--- src/rtl/mantissa_pkg.sv ---
// Shared widths and payload type for the FP adder mantissa add/sub + normalize stage.
package mantissa_pkg;
    localparam int SIZE_DATA  = 28;
    localparam int SIZE_EXP   = 8;
    localparam int HIDDEN_BIT = 26;
    localparam int CARRY_BIT  = 27;
    localparam int EXP_MAX    = (1 << SIZE_EXP) - 1;
    localparam int LZC_W      = 5;

    typedef struct packed {
        logic                 sign;
        logic [SIZE_EXP-1:0]  exponent;
        logic [SIZE_DATA-1:0] mantissa;
    } payload_t;
endpackage

--- src/rtl/mantissa_lzc.sv ---
// Combinational leading-zero counter over the hidden bit and everything below it.
module mantissa_lzc
    import mantissa_pkg::*;
(
    input  logic [HIDDEN_BIT:0] i_data,
    output logic [LZC_W-1:0]    o_count,
    output logic                o_all_zero
);

    // NOTE: default first, then override -- a combinational block that leaves
    // any path unassigned infers a latch.
    always_comb begin
        o_count = LZC_W'(HIDDEN_BIT + 1);
        for (int i = 0; i <= HIDDEN_BIT; i++) begin
            if (i_data[i]) begin
                o_count = LZC_W'(HIDDEN_BIT - i);
            end
        end
    end

    assign o_all_zero = ~|i_data;

endmodule

--- src/rtl/mantissa_addsub_norm.sv ---
// Effective add/subtract of the ordered mantissa pair, then normalization,
// delivered through a two-stage valid/ready pipeline.
module mantissa_addsub_norm
    import mantissa_pkg::*;
(
    input  logic                 i_clk,
    input  logic                 i_rst,
    input  logic                 i_valid,
    output logic                 o_ready,
    input  logic                 i_sign_greater,
    input  logic [SIZE_DATA-1:0] i_mantissa_greater,
    input  logic                 i_sign_less,
    input  logic [SIZE_DATA-1:0] i_mantissa_less,
    input  logic [SIZE_EXP-1:0]  i_exponent,
    output logic                 o_valid,
    input  logic                 i_ready,
    output logic                 o_sign,
    output logic [SIZE_EXP-1:0]  o_exponent,
    output logic [SIZE_DATA-1:0] o_mantissa,
    output logic                 o_zero,
    output logic                 o_overflow
);

    localparam logic [SIZE_EXP:0]   EXP_MAX_X = (SIZE_EXP + 1)'(EXP_MAX);
    localparam logic [SIZE_EXP-1:0] EXP_SAT   = SIZE_EXP'(EXP_MAX);

    logic     s1_valid_d, s1_valid_q;
    payload_t s1_d, s1_q;
    logic     s2_valid_d, s2_valid_q;
    payload_t s2_d, s2_q;
    logic     zero_d, zero_q;
    logic     overflow_d, overflow_q;
    logic     s2_free;

    assign s2_free = !s2_valid_q || i_ready;
    assign o_ready = !s1_valid_q || s2_free;

    // Stage 1: effective add/sub; greater >= less so subtraction never wraps.
    always_comb begin
        s1_valid_d = s1_valid_q;
        s1_d       = s1_q;
        if (o_ready) begin
            s1_valid_d = i_valid;
            if (i_valid) begin
                s1_d.sign     = i_sign_greater;
                s1_d.exponent = i_exponent;
                s1_d.mantissa = (i_sign_greater ^ i_sign_less)
                              ? i_mantissa_greater - i_mantissa_less
                              : i_mantissa_greater + i_mantissa_less;
            end
        end
    end

    logic [LZC_W-1:0]     lzc;
    logic                 lzc_zero;
    logic [SIZE_EXP:0]    exp_ext, exp_inc, exp_dec, exp_sub;
    logic [LZC_W-1:0]     shift;
    payload_t             norm;
    logic                 norm_zero, norm_overflow;

    mantissa_lzc u_lzc (
        .i_data     (s1_q.mantissa[HIDDEN_BIT:0]),
        .o_count    (lzc),
        .o_all_zero (lzc_zero)
    );

    assign exp_ext = {1'b0, s1_q.exponent};
    assign exp_inc = exp_ext + 1'b1;
    assign exp_dec = exp_ext - 1'b1;
    assign exp_sub = exp_ext - {{(SIZE_EXP + 1 - LZC_W){1'b0}}, lzc};

    // Stage 2: carry shift-right, exact zero, or left shift clamped so the
    // exponent never goes below 1 (anything further is a subnormal at exp 0).
    always_comb begin
        norm          = '0;
        norm.sign     = s1_q.sign;
        norm_zero     = 1'b0;
        norm_overflow = 1'b0;
        shift         = '0;
        if (s1_q.mantissa[CARRY_BIT]) begin
            if (exp_inc >= EXP_MAX_X) begin
                norm_overflow = 1'b1;
                norm.exponent = EXP_SAT;
            end else begin
                norm.exponent = exp_inc[SIZE_EXP-1:0];
                norm.mantissa = {1'b0, s1_q.mantissa[SIZE_DATA-1:2],
                                 s1_q.mantissa[1] | s1_q.mantissa[0]};
            end
        end else if (lzc_zero) begin
            norm_zero = 1'b1;
            norm.sign = 1'b0;
        end else begin
            if (exp_ext == '0) begin
                norm.exponent = '0;
            end else if ({{(SIZE_EXP + 1 - LZC_W){1'b0}}, lzc} <= exp_dec) begin
                shift         = lzc;
                norm.exponent = exp_sub[SIZE_EXP-1:0];
            end else begin
                shift         = exp_dec[LZC_W-1:0];
                norm.exponent = '0;
            end
            norm.mantissa = s1_q.mantissa << shift;
        end
    end

    always_comb begin
        s2_valid_d = s2_valid_q;
        s2_d       = s2_q;
        zero_d     = zero_q;
        overflow_d = overflow_q;
        if (s2_free) begin
            s2_valid_d = s1_valid_q;
            if (s1_valid_q) begin
                s2_d       = norm;
                zero_d     = norm_zero;
                overflow_d = norm_overflow;
            end
        end
    end

    // NOTE: sequential state uses non-blocking assignments so every flop
    // samples its pre-edge inputs regardless of statement order.
    always_ff @(posedge i_clk) begin
        if (i_rst) begin
            s1_valid_q <= 1'b0;
            s1_q       <= '0;
            s2_valid_q <= 1'b0;
            s2_q       <= '0;
            zero_q     <= 1'b0;
            overflow_q <= 1'b0;
        end else begin
            s1_valid_q <= s1_valid_d;
            s1_q       <= s1_d;
            s2_valid_q <= s2_valid_d;
            s2_q       <= s2_d;
            zero_q     <= zero_d;
            overflow_q <= overflow_d;
        end
    end

    assign o_valid    = s2_valid_q;
    assign o_sign     = s2_q.sign;
    assign o_exponent = s2_q.exponent;
    assign o_mantissa = s2_q.mantissa;
    assign o_zero     = zero_q;
    assign o_overflow = overflow_q;

endmodule

--- config.mk ---
export PLATFORM = sky130hd
export DESIGN_NAME = mantissa_addsub_norm
export DESIGN_NICKNAME = d
export VERILOG_FILES = /design/src/rtl/mantissa_pkg.sv /design/src/rtl/mantissa_lzc.sv /design/src/rtl/mantissa_addsub_norm.sv
export SDC_FILE = /design/constraint.sdc
export NUM_CORES = 1
export LEC_CHECK = 0
export CORE_MARGIN = 2
export CORE_UTILIZATION = 51
export CTS_CLUSTER_DIAMETER = 60
export DETAILED_ROUTE_END_ITERATION = 8
export PLACE_DENSITY_LB_ADDON = 0.25
export SYNTH_ARGS = -nofsm -noshare
export SYNTH_HDL_FRONTEND = slang
export SYNTH_SLANG_ARGS = --single-unit
--- constraint.sdc ---
create_clock -name i_clk -period 5.25 [get_ports i_clk]
set_clock_uncertainty 0.2 [all_clocks]
set_input_delay 1.05 -clock i_clk [delete_from_list [all_inputs] [get_ports i_clk]]
set_output_delay 1.05 -clock i_clk [all_outputs]
set_load 0.05 [all_outputs]
* Yosys cells after proc, flatten, opt, wreduce, memory -nomap -nowiden
Index checks and enable logic that the tools add are counted.
** Storage, ports and cells
- Bits in writable memories :: 0
- Word-level logic and storage cells :: 72
- Input port bits :: 70
- Output and inout bits :: 41
- Memory bits (read-only) :: 0
- Bits in registers :: 78
- Bits in latches :: 0
- Memories kept :: 0
** Cells by class
- Bitwise logic cells :: 2
- Order comparisons :: 2
- Multiplexer cells :: 44
- Multiply operators :: 0
- Shifts and indexed selects :: 1
- Add/sub/neg operators :: 5
- Reduce and logical (&&, ||, !) cells :: 8
- Equal/unequal tests :: 0
- Div/mod/pow operators :: 0
** Operator list (number)
- two-way mux 5 bit :: 20
- two-way mux 36 bit :: 2
- two-way mux 4 bit :: 8
- adder 28 bit :: 1
- two-way mux 28 bit :: 1
- << shifter 28 x 5 -> 28 bit :: 1
- subtractor 28 bit :: 1
- two-way mux 27 bit :: 1
- OR reduction 27 bit :: 1
- two-way mux 8 bit :: 3
- adder 8 x 1 -> 9 bit, second input constant :: 1
- >= comparator 9 x 8 -> 1 bit, second input constant :: 1
- less-or-equal comparator 5 x 9 -> 1 bit :: 1
- logical NOT 9 bit :: 1
- subtractor 8 x 1 -> 9 bit, second input constant :: 1
- subtractor 8 x 5 -> 8 bit :: 1
- two-way mux 1 bit :: 7
- two-way mux 2 bit :: 2
- AND reduction 2 bit :: 2
- logical NOT 1 bit :: 2
- logical OR 1 bit :: 2
- bitwise OR 1 bit :: 1
- bitwise XOR 1 bit :: 1

* Logic depth before layout (Yosys ltp)
Gate-level depths: netlist (run 1).
- Depth in word-level cells :: 35
- Mapped depth :: 21
- Depth with buffers taken out :: 20

* Modules after synthesis
From an unflattened synthesis (run 1), not the netlist that was laid out.
** Second synthesis, totals
- Cells, all modules :: 975
- Area total of the unflattened synthesis :: 7408.4 µm²
** By module, submodules not included
- mantissa_addsub_norm :: instances 1, sequential area each 1561.5 µm², cells an instance 924, area an instance 7069.3 µm²
- mantissa_lzc :: instances 1, sequential area each 0.0 µm², cells an instance 51, area an instance 339.1 µm²

* Worst setup path after synthesis (run 1)
No wires, ideal clock.
- Kind :: input to register
- From :: input i_mantissa_less[4]
- To :: register s1_q[26] in the netlist's numbering
- Cell stages on the path :: 20
- Data arrival time :: 4789 ps
- Slack :: 199 ps
- Required time :: 4988 ps
- Library setup time :: 62 ps
- Path buffers :: 0
- Cells stage by stage :: nor3_1 -> nand2b_1 -> nor3_1 -> nor4b_1 -> nand2_1 -> o21ai_0 -> xor2_1 -> ha_1 -> o21a_1 -> o21ai_0 -> nand2b_1 -> nand2_1 -> or3_1 -> nor3_1 -> nor4b_1 -> nor3_1 -> a21o_1 -> a21oi_1 -> or4_1 -> nand3_1
** Between the ends
- Word-level cells in the longest chain between the ends :: 2
- Elaborated cells on any way between the ends :: 3
- Classes of those cells :: add/sub (2); mux (1)
** RTL lines
- from (decl) :: line mantissa_addsub_norm.sv:13 : input logic [SIZE_DATA-1:0] i_mantissa_less,
- adder 28 bit / subtractor 28 bit (equally long branches) :: line mantissa_addsub_norm.sv:49, mantissa_addsub_norm.sv:48
- two-way mux 28 bit * :: line mantissa_addsub_norm.sv:48 : ? i_mantissa_greater - i_mantissa_less
- to (signal assigned) :: line mantissa_addsub_norm.sv:126 : s1_q <= '0;
- to (signal assigned) :: line mantissa_addsub_norm.sv:133 : s1_q <= s1_d;
- to (decl) :: line mantissa_addsub_norm.sv:28 : payload_t s1_d, s1_q;
Mark *: on every way between the ends. The rest lies on a longest branch, timed or not.
A chain may end at the register's enable or synchronous reset.

* Worst setup path in the final report (run 1)
- From :: register s1_q[23] in the netlist's numbering
- To :: register s2_q (netlist bit o_mantissa[24])
** Between the ends
- Word-level cells in the longest chain between the ends :: 12
- Elaborated cells on any way between the ends :: 13
- Classes of those cells :: order compare (1); shift (1); mux (10); reduce/logical (1)
** RTL lines
- two-way mux 5 bit (4 in series) :: line mantissa_lzc.sv:15 : if (i_data[i]) begin
- less-or-equal comparator 5 x 9 -> 1 bit :: line mantissa_addsub_norm.sv:95 : end else if ({{(SIZE_EXP + 1 - LZC_W){1'b0}}, lzc} <= exp_dec) begin
- two-way mux 5 bit :: line mantissa_addsub_norm.sv:95
- two-way mux 5 bit :: line mantissa_addsub_norm.sv:93 : if (exp_ext == '0) begin
- two-way mux 5 bit :: line mantissa_addsub_norm.sv:89 : end else if (lzc_zero) begin
- two-way mux 5 bit :: line mantissa_addsub_norm.sv:80 : if (s1_q.mantissa[CARRY_BIT]) begin
- << shifter 28 x 5 -> 28 bit :: line mantissa_addsub_norm.sv:102 : norm.mantissa = s1_q.mantissa << shift;
- two-way mux 36 bit * :: line mantissa_addsub_norm.sv:89
- two-way mux 36 bit * :: line mantissa_addsub_norm.sv:80
- to (signal assigned) :: line mantissa_addsub_norm.sv:128 : s2_q <= '0;
- to (signal assigned) :: line mantissa_addsub_norm.sv:135 : s2_q <= s2_d;
- to (decl) :: line mantissa_addsub_norm.sv:30 : payload_t s2_d, s2_q;
Mark *: on every way between the ends. The rest lies on a longest branch, timed or not. The select of a mux whose other input is x is not followed.

==> results of run 1 <==
[cells by family (layout without fill, tap and decap cells)]
logic type | Yosys count | in the layout
simple gates | 337 | 337
compound gates | 281 | 281
buf+inv | 101 | 220
flops | 78 | 78
mux | 76 | 76
xor+xnor | 63 | 63
fa+ha+maj | 43 | 43
[cell usage in the layout, fill, tap and decap left out, types with 29 or more instances in the layout]
cell,n
clkdlybuf4s50_1,109
o21ai_0,40
dfxtp_1,78
xor2_1,34
a21oi_1,104
xnor2_1,29
nand2_1,103
ha_1,41
nor3_1,33
mux2i_1,63
nor2_1,95
buf_4,60
inv_1,32
[final timing paths]
check	to	slack (ns)	depth (start not counted)	from
setup / recovery	o_mantissa[24]	0.27	15	s1_q[23]
hold / removal	o_exponent[6]	0.26	2	o_exponent[6]
setup reg to reg	o_mantissa[24]	0.27	15	s1_q[23]
hold reg to reg	o_exponent[6]	0.26	2	o_exponent[6]
[final cells by class]
type / instances / area share, %
Multi-Input combinational cell: 800 / 58.8
Inverter: 33 / 1.35
Tap cell: 180 / 2.46
Clock inverter: 7 / 0.805
Clock buffer: 9 / 2.46
Timing Repair Buffer: 171 / 17.1
Sequential cell: 78 / 17.0
[stage by stage]
| step | cells | TNS [ns] | cell area (um2) | power, mW |
|---|---|---|---|---|
| final | 1278 | 0 | 9170 | 3.69 |
| after global routing | 1278 | -0.0703 | 9170 | 3.93 |
| after CTS | 1278 | 0 | 9130 | 3.65 |
| after detailed placement | 1262 | -0.321 | 8830 | 3.01 |
| after global placement | 1262 | -0.111 | 8830 | 3.00 |
| after floorplan | 979 | 0 | 7360 | 2.44 |
[power by group through the flow]
stage | combinational, mW | clock, mW | sequential [mW]
finish | 2.28 | 0.627 | 0.780
global route | 2.48 | 0.666 | 0.788
CTS | 2.24 | 0.640 | 0.774
detailed placement | 2.22 | 0 | 0.786
global placement | 2.22 | 0 | 0.784
floorplan | 1.60 | 0 | 0.840
[per-layer routing]
metal,up-vias,global-route usage (%)
li1,3789,-
met1,3466,40.0
met2,314,45.7
met3,48,4.53
met4,0,11.2
met5,-,0
[state kept, by name (all words and copies together) (netlist names)]
name,cells
o_zero,1
o_exponent,8
o_mantissa,28
o_valid,1
exp_ext,8
s1_valid_q,1
o_overflow,1
o_sign,1
s1_q,29
[worst reg2reg max path, stage by stage, from the launching register on]
cell and delay [ns]:
dfxtp_1 0.40, nor4_1 0.69, nand3_1 0.31, inv_1 0.17, ha_1 0.27, a211oi_1 0.37, a21boi_0 0.28, a21o_1 0.24
nor2_4 0.10, a211oi_4 0.28, buf_12 0.24, mux2i_1 0.35, mux2i_1 0.12, mux2_2 0.33, a221oi_1 0.37, a211oi_1 0.13
[timing repair]
action / in CTS / in global routing
gates resized for setup: 0 / 8
setup endpoints to repair: 0 / 13
hold buffers: 0 / 0
==> run metrics, run 1 <==
status=finished, final reports clean; Final Setup Violations=0; cells after synthesis=just under 1,000; family with the most delay on the worst path=compound AO/OA/AOI/OAI gates; Initial DRT Pass Iterations=5; # port buffers=110; postcts setup bufs=0; sequential cell fraction of total power=21.1%; syn nets=between 1,000 and 1,500; clock power share=17.0%; CTS buffer count=9; leakage power=roughly 3.7 nW; Post-synth top flop=dfxtp_1; largest family of logic cells by synthesized area=compound AO/OA/AOI/OAI gates; mapped cell area=7360 um2; Max-Cap Viols=0; Final HPWL DP=around 17,000 um; global-route wire length before repair=~35,000 um; Post-DRT Antenna Nets=0; routed vias=between 7,000 and 8,000; Fin Hold WS=between 0.2 and 0.3 ns; vias in the first global route=7,170; Fillers=between 1,000 and 1,500; post-synthesis mux area share=10.7%; Final Hold Fails=0; area leader, netlist=dfxtp_1; Reg area=~1600 um2; max layer used=met4; xor and xnor fraction of the mapped netlist area=roughly 7.5%; Clock transition at path regs=~0.070 ns; fin crit share=a little over nine tenths; setup ws final=around 0.27 ns; drt total wl=between 20,000 and 25,000 um; Die Y=roughly 120 um; number of synthesized flops with an enable pin=0; Combinational Power Share=roughly three fifths; post-synthesis adder-cell area fraction=about 7.4%; simple-gate share of the synthesized area=a little over a fifth; Layout Utilization=between 60 and 70%; Seq/Total Area, Yosys=21.2%; total grt overflow=0; crit end category=flip-flop; compound-cell area share of the yosys netlist=roughly 26%; WP data required=about 5.3 ns; WL met2=between 9000 and 10,000 um; Post-synth top cells=a21oi_1 (104), nand2_1 (103), nor2_1 (96); CP arrival=5.00 ns; relative slew slack=25.4%; clk_lat worst skew=between 0.3 and 0.4 ns; metal3 WL=1610 um; TritonCTS clock tree=built; Internal=2.00 mW; # rows=43; initial antenna violation count=0; DR vias/cell=5.96; Synth Register Bits=roughly 80; pwr/cell area=about 400 nW/um2; DRC Markers=0; WL met1=around 10000 um; Max IR drop VDD=roughly 0.23 mV; CP max stage delay=between 0.6 and 0.7 ns; worst-path fanout max=29; Bufs and invs on worst path=2; most area-consuming cells after synthesis=dfxtp_1 (21%), mux2i_1 (8.6%), a21oi_1 (7.1%); synthesis-to-finish area growth=24.6%; WS Path Type=reg2reg; ant diodes=0; Slew @ Worst Pin=roughly 1.1 ns; aggregate global-route resource usage=29.1%; width of the die=approximately 120 um; Placement Setup Slack=-0.170 ns; drt initial violations=671; Slew Limit Fails=0; fin nets=between 1,000 and 1,500; NetSw=~1.7 mW; H-tree lvl count=3; num ports=approximately 110; share of post-route cells with drive strength above 1=10.7%; Syn Area/Cell=between 7 and 8 um2; slowest library cell on the worst path=nor4_1; Achievable Freq=approximately 200 MHz; GP Congestion=0.983; CP Launch Type=flip-flop; starting density of the core=between 50% and 60%; CTS max path bufs=2; clock tree root driver cell=clkbuf_16; footprint of the multi-input gates=5390 um2; worst-path cell chain=nor4_1 > nand3_1 > inv_1 > ha_1 > a211oi_1 > a21boi_0 > a21o_1 > nor2_4 > a211oi_4 > buf_12 > mux2i_1 > mux2i_1 > mux2_2 > a221oi_1 > a211oi_1; sw frac=around 46%; Yosys Warn Count=0; cell with the most instances after synthesis=a21oi_1; clock tree sinks=78; area of the core=between 10,000 and 15,000 um2; die area=15,400 um2; largest net degree at the start of global routing=50; synth unique cells=between 70 and 80; area share of the largest cell type after synthesis=roughly a fifth; Avg WL per Cell=between 15 and 20 um; Tmin final=~5 ns; Async SR Flop Fraction=0%; HP Class=reg2reg
Power figures use the tool's default switching activity.
==> run 2, diff against run 1 <==
--- a/config.mk
+++ b/config.mk
@@ -5,8 +5,9 @@
 export SDC_FILE = /design/constraint.sdc
 export NUM_CORES = 1
 export LEC_CHECK = 0
+export ABC_AREA = 1
 export CORE_MARGIN = 2
-export CORE_UTILIZATION = 51
+export CORE_UTILIZATION = 50
 export CTS_CLUSTER_DIAMETER = 60
 export DETAILED_ROUTE_END_ITERATION = 8
 export PLACE_DENSITY_LB_ADDON = 0.25
==> run 2 against run 1 <==
  * Fmax up 5.5%
  * Die area up 0.77%
  * Final cell count up 15%
  * Combinational power down 24%
  * Design area down 4.1%
  * Critical path type is now in2reg
  * Critical endpoint is now s1_q[26]
  * Largest cell class unchanged
==> run metrics, run 2 <==
drt total wl=20,500 um; Slew @ Worst Pin=~1.0 ns; leakage power=roughly 4.3 nW; initial antenna violation count=0; worst-path cell chain=clkdlybuf4s50_1 > nor2_1 > nand2_1 > nor3_1 > nand2_1 > nor3_1 > nand2_1 > nor3_1 > nand4_1 > nor2_1 > nand3b_1 > nor2_1 > nand2_1 > nand2_1 > xnor2_1 > inv_1 > ha_1 > a21oi_1 > o21bai_1 > a21oi_1 > o41ai_1 > xor2_1 > o21ai_0 > inv_1; routed vias=approximately 7,900; Async SR Flop Fraction=0%; Largest Register=s1_q; Avg WL per Cell=14.0 um; share of post-route cells with drive strength above 1=under 10%; DRC Markers=0; HP Class=reg2reg; Post-DRT Antenna Nets=0; cells after synthesis=1,201; setup_tns=0 ns; slowest library cell on the worst path=clkdlybuf4s50_1; status=finished, final reports clean; relative slew slack=32.9%; sequential cell fraction of total power=a little under a quarter; width of the die=about 120 um; area leader, netlist=dfxtp_1; Die Y=roughly 120 um; WS Path Type=in2reg; sw frac=around 47%; most common cell after layout, fill and taps aside=nand2_1; Placement Setup Slack=-0.0575 ns; CP Launch Type=input pin; Max IR drop VDD=0.202 mV; ant diodes=0; global-route wire length before repair=approximately 34,000 um; # port buffers=110; DR vias/cell=5.40; HP Start=o_exponent[5]; Combinational Power Share=~57%; fin crit share=between 90% and 100%; num ports=~110; Final Hold Fails=0; Post-synth top flop=dfxtp_1; vias in the first global route=6,997; Synth Register Bits=about 80; Internal=about 1.6 mW; Clock transition at path regs=about 0.060 ns; postcts setup bufs=0; worst-path fanout max=5; WP data required=roughly 5.3 ns; TritonCTS clock tree=built; worst r2r src=s1_q[1]; Seq/Total Area, Yosys=about 21%; area share of the largest cell type after synthesis=around 21%; CP max stage delay=0.46 ns; Tmin final=4.73 ns; Max-Cap Viols=0; most area-consuming cells after synthesis=dfxtp_1 (21%), nand2_1 (14%), nand3_1 (11%); total grt overflow=0; Syn Area/Cell=6.06 um2; die area=approximately 16,000 um2; Achievable Freq=212 MHz; clk_lat worst skew=0.34 ns; # rows=44; synthesis-to-finish area growth=20.9%; Final HPWL DP=16,000 um; Initial DRT Pass Iterations=5; cell with the most instances after synthesis=nand2_1; Yosys Warn Count=0; syn nets=1,313; area of the core=~14,000 um2; largest net degree at the start of global routing=63; CTS max path bufs=2; Post-synth top cells=nand2_1 (271), nand3_1 (159), inv_1 (151); setup ws final=0.524 ns; starting density of the core=around 51%; CTS buffer count=9; Final Setup Violations=0; Slew Limit Fails=0; H-tree lvl count=3; NetSw=between 1 and 1.5 mW; aggregate global-route resource usage=about a quarter; clock tree root driver cell=clkbuf_16; drt initial violations=around 850; number of synthesized flops with an enable pin=0; # placed instances=roughly 1,500; hold_buf cts=0; Largest register FFs=29; final cell count without fillers=approximately 1,500; crit end category=flip-flop; synth unique cells=43; CP arrival=4.76 ns; critical path startpoint=i_mantissa_less[2]; clock tree sinks=78; Fillers=1,408; commonest cells after routing, fill and taps aside=nand2_1 (269), nand3_1 (159), inv_1 (151), clkdlybuf4s50_1 (110), a21oi_1 (98); GP Congestion=between 0.9 and 1; pwr/cell area=roughly 340 nW/um2; fin nets=1,396; mapped cell area=7270 um2; clock power share=between 10% and 20%; most numerous cell on the critical path=nand2_1; Fin Hold WS=between 0.2 and 0.3 ns; total power=between 3 and 4 mW
[run 2: per-stage QoR]
step / util [%] / cell area [um2]
floorplan: - / 7270
global placement: 59.0 / 8480
detailed placement: 59.0 / 8480
CTS: 60.9 / 8750
global route: 61.2 / 8790
finish: 61.2 / 8790
[run 2: final cells by class]
type | instances | area (um2) | share of cell area [%]
Tap cell | 184 | 230 | 2.62
Inverter | 159 | 599 | 6.81
Clock inverter | 1 | 5.00 | 0.0569
Clock buffer | 14 | 264 | 3.00
Sequential cell | 78 | 1560 | 17.8
Multi-Input combinational cell | 910 | 4910 | 55.9
Timing Repair Buffer | 126 | 1220 | 13.9
[run 2: worst paths after layout]
kind | end | slack (ns) | cells after the start
max | s1_q[26] | 0.52 | 24
min | o_exponent[5] | 0.27 | 2
max reg2reg | o_mantissa[19] | 0.59 | 43
min reg2reg | o_exponent[5] | 0.27 | 2
[run 2: logic make-up (layout without fill, tap and decap cells)]
family / count (synthesis) / count (layout) / synth area share (%)
buffers and inverters: 213 / 300 / 11.6
xor gates and xnor gates: 66 / 66 / 7.95
DFF: 78 / 78 / 21.5
and+or+nand+nor: 544 / 544 / 32.3
AOI/OAI and AO/OA: 258 / 258 / 19.3
adders and majority gates: 42 / 42 / 7.33
[run 2: power groups by stage]
stage	sequential (mW)	clock [mW]	combinational, mW
final	0.716	0.575	1.74
after global routing	0.723	0.612	1.94
after CTS	0.713	0.584	1.70
after detailed placement	0.726	0	1.69
after global placement	0.725	0	1.68
after floorplan	0.811	0	1.18
[run 2: what timing repair did]
action,4_1_cts,5_1_grt
setup endpoints to repair,0,14
resized for setup,0,13
endpoints found under the hold margin,0,0
[run 2: metal layers]
metal  vias to the layer above  share of wire (%)  track usage (%)
met5                         -                  0                0
met4                         0                2.4             7.40
met3                        33                6.3             3.82
met2                       290                 43             40.5
met1                      3485                 49             38.3
li1                       4141                  -                -
[run 2: worst max-delay path: cells and delay by family]
family,cells,cell delay [ns]
fa+ha+maj,1,0.34
simple gates,13,1.87
xor+xnor,2,0.25
compound gates,5,0.68
buf+inv,3,0.57
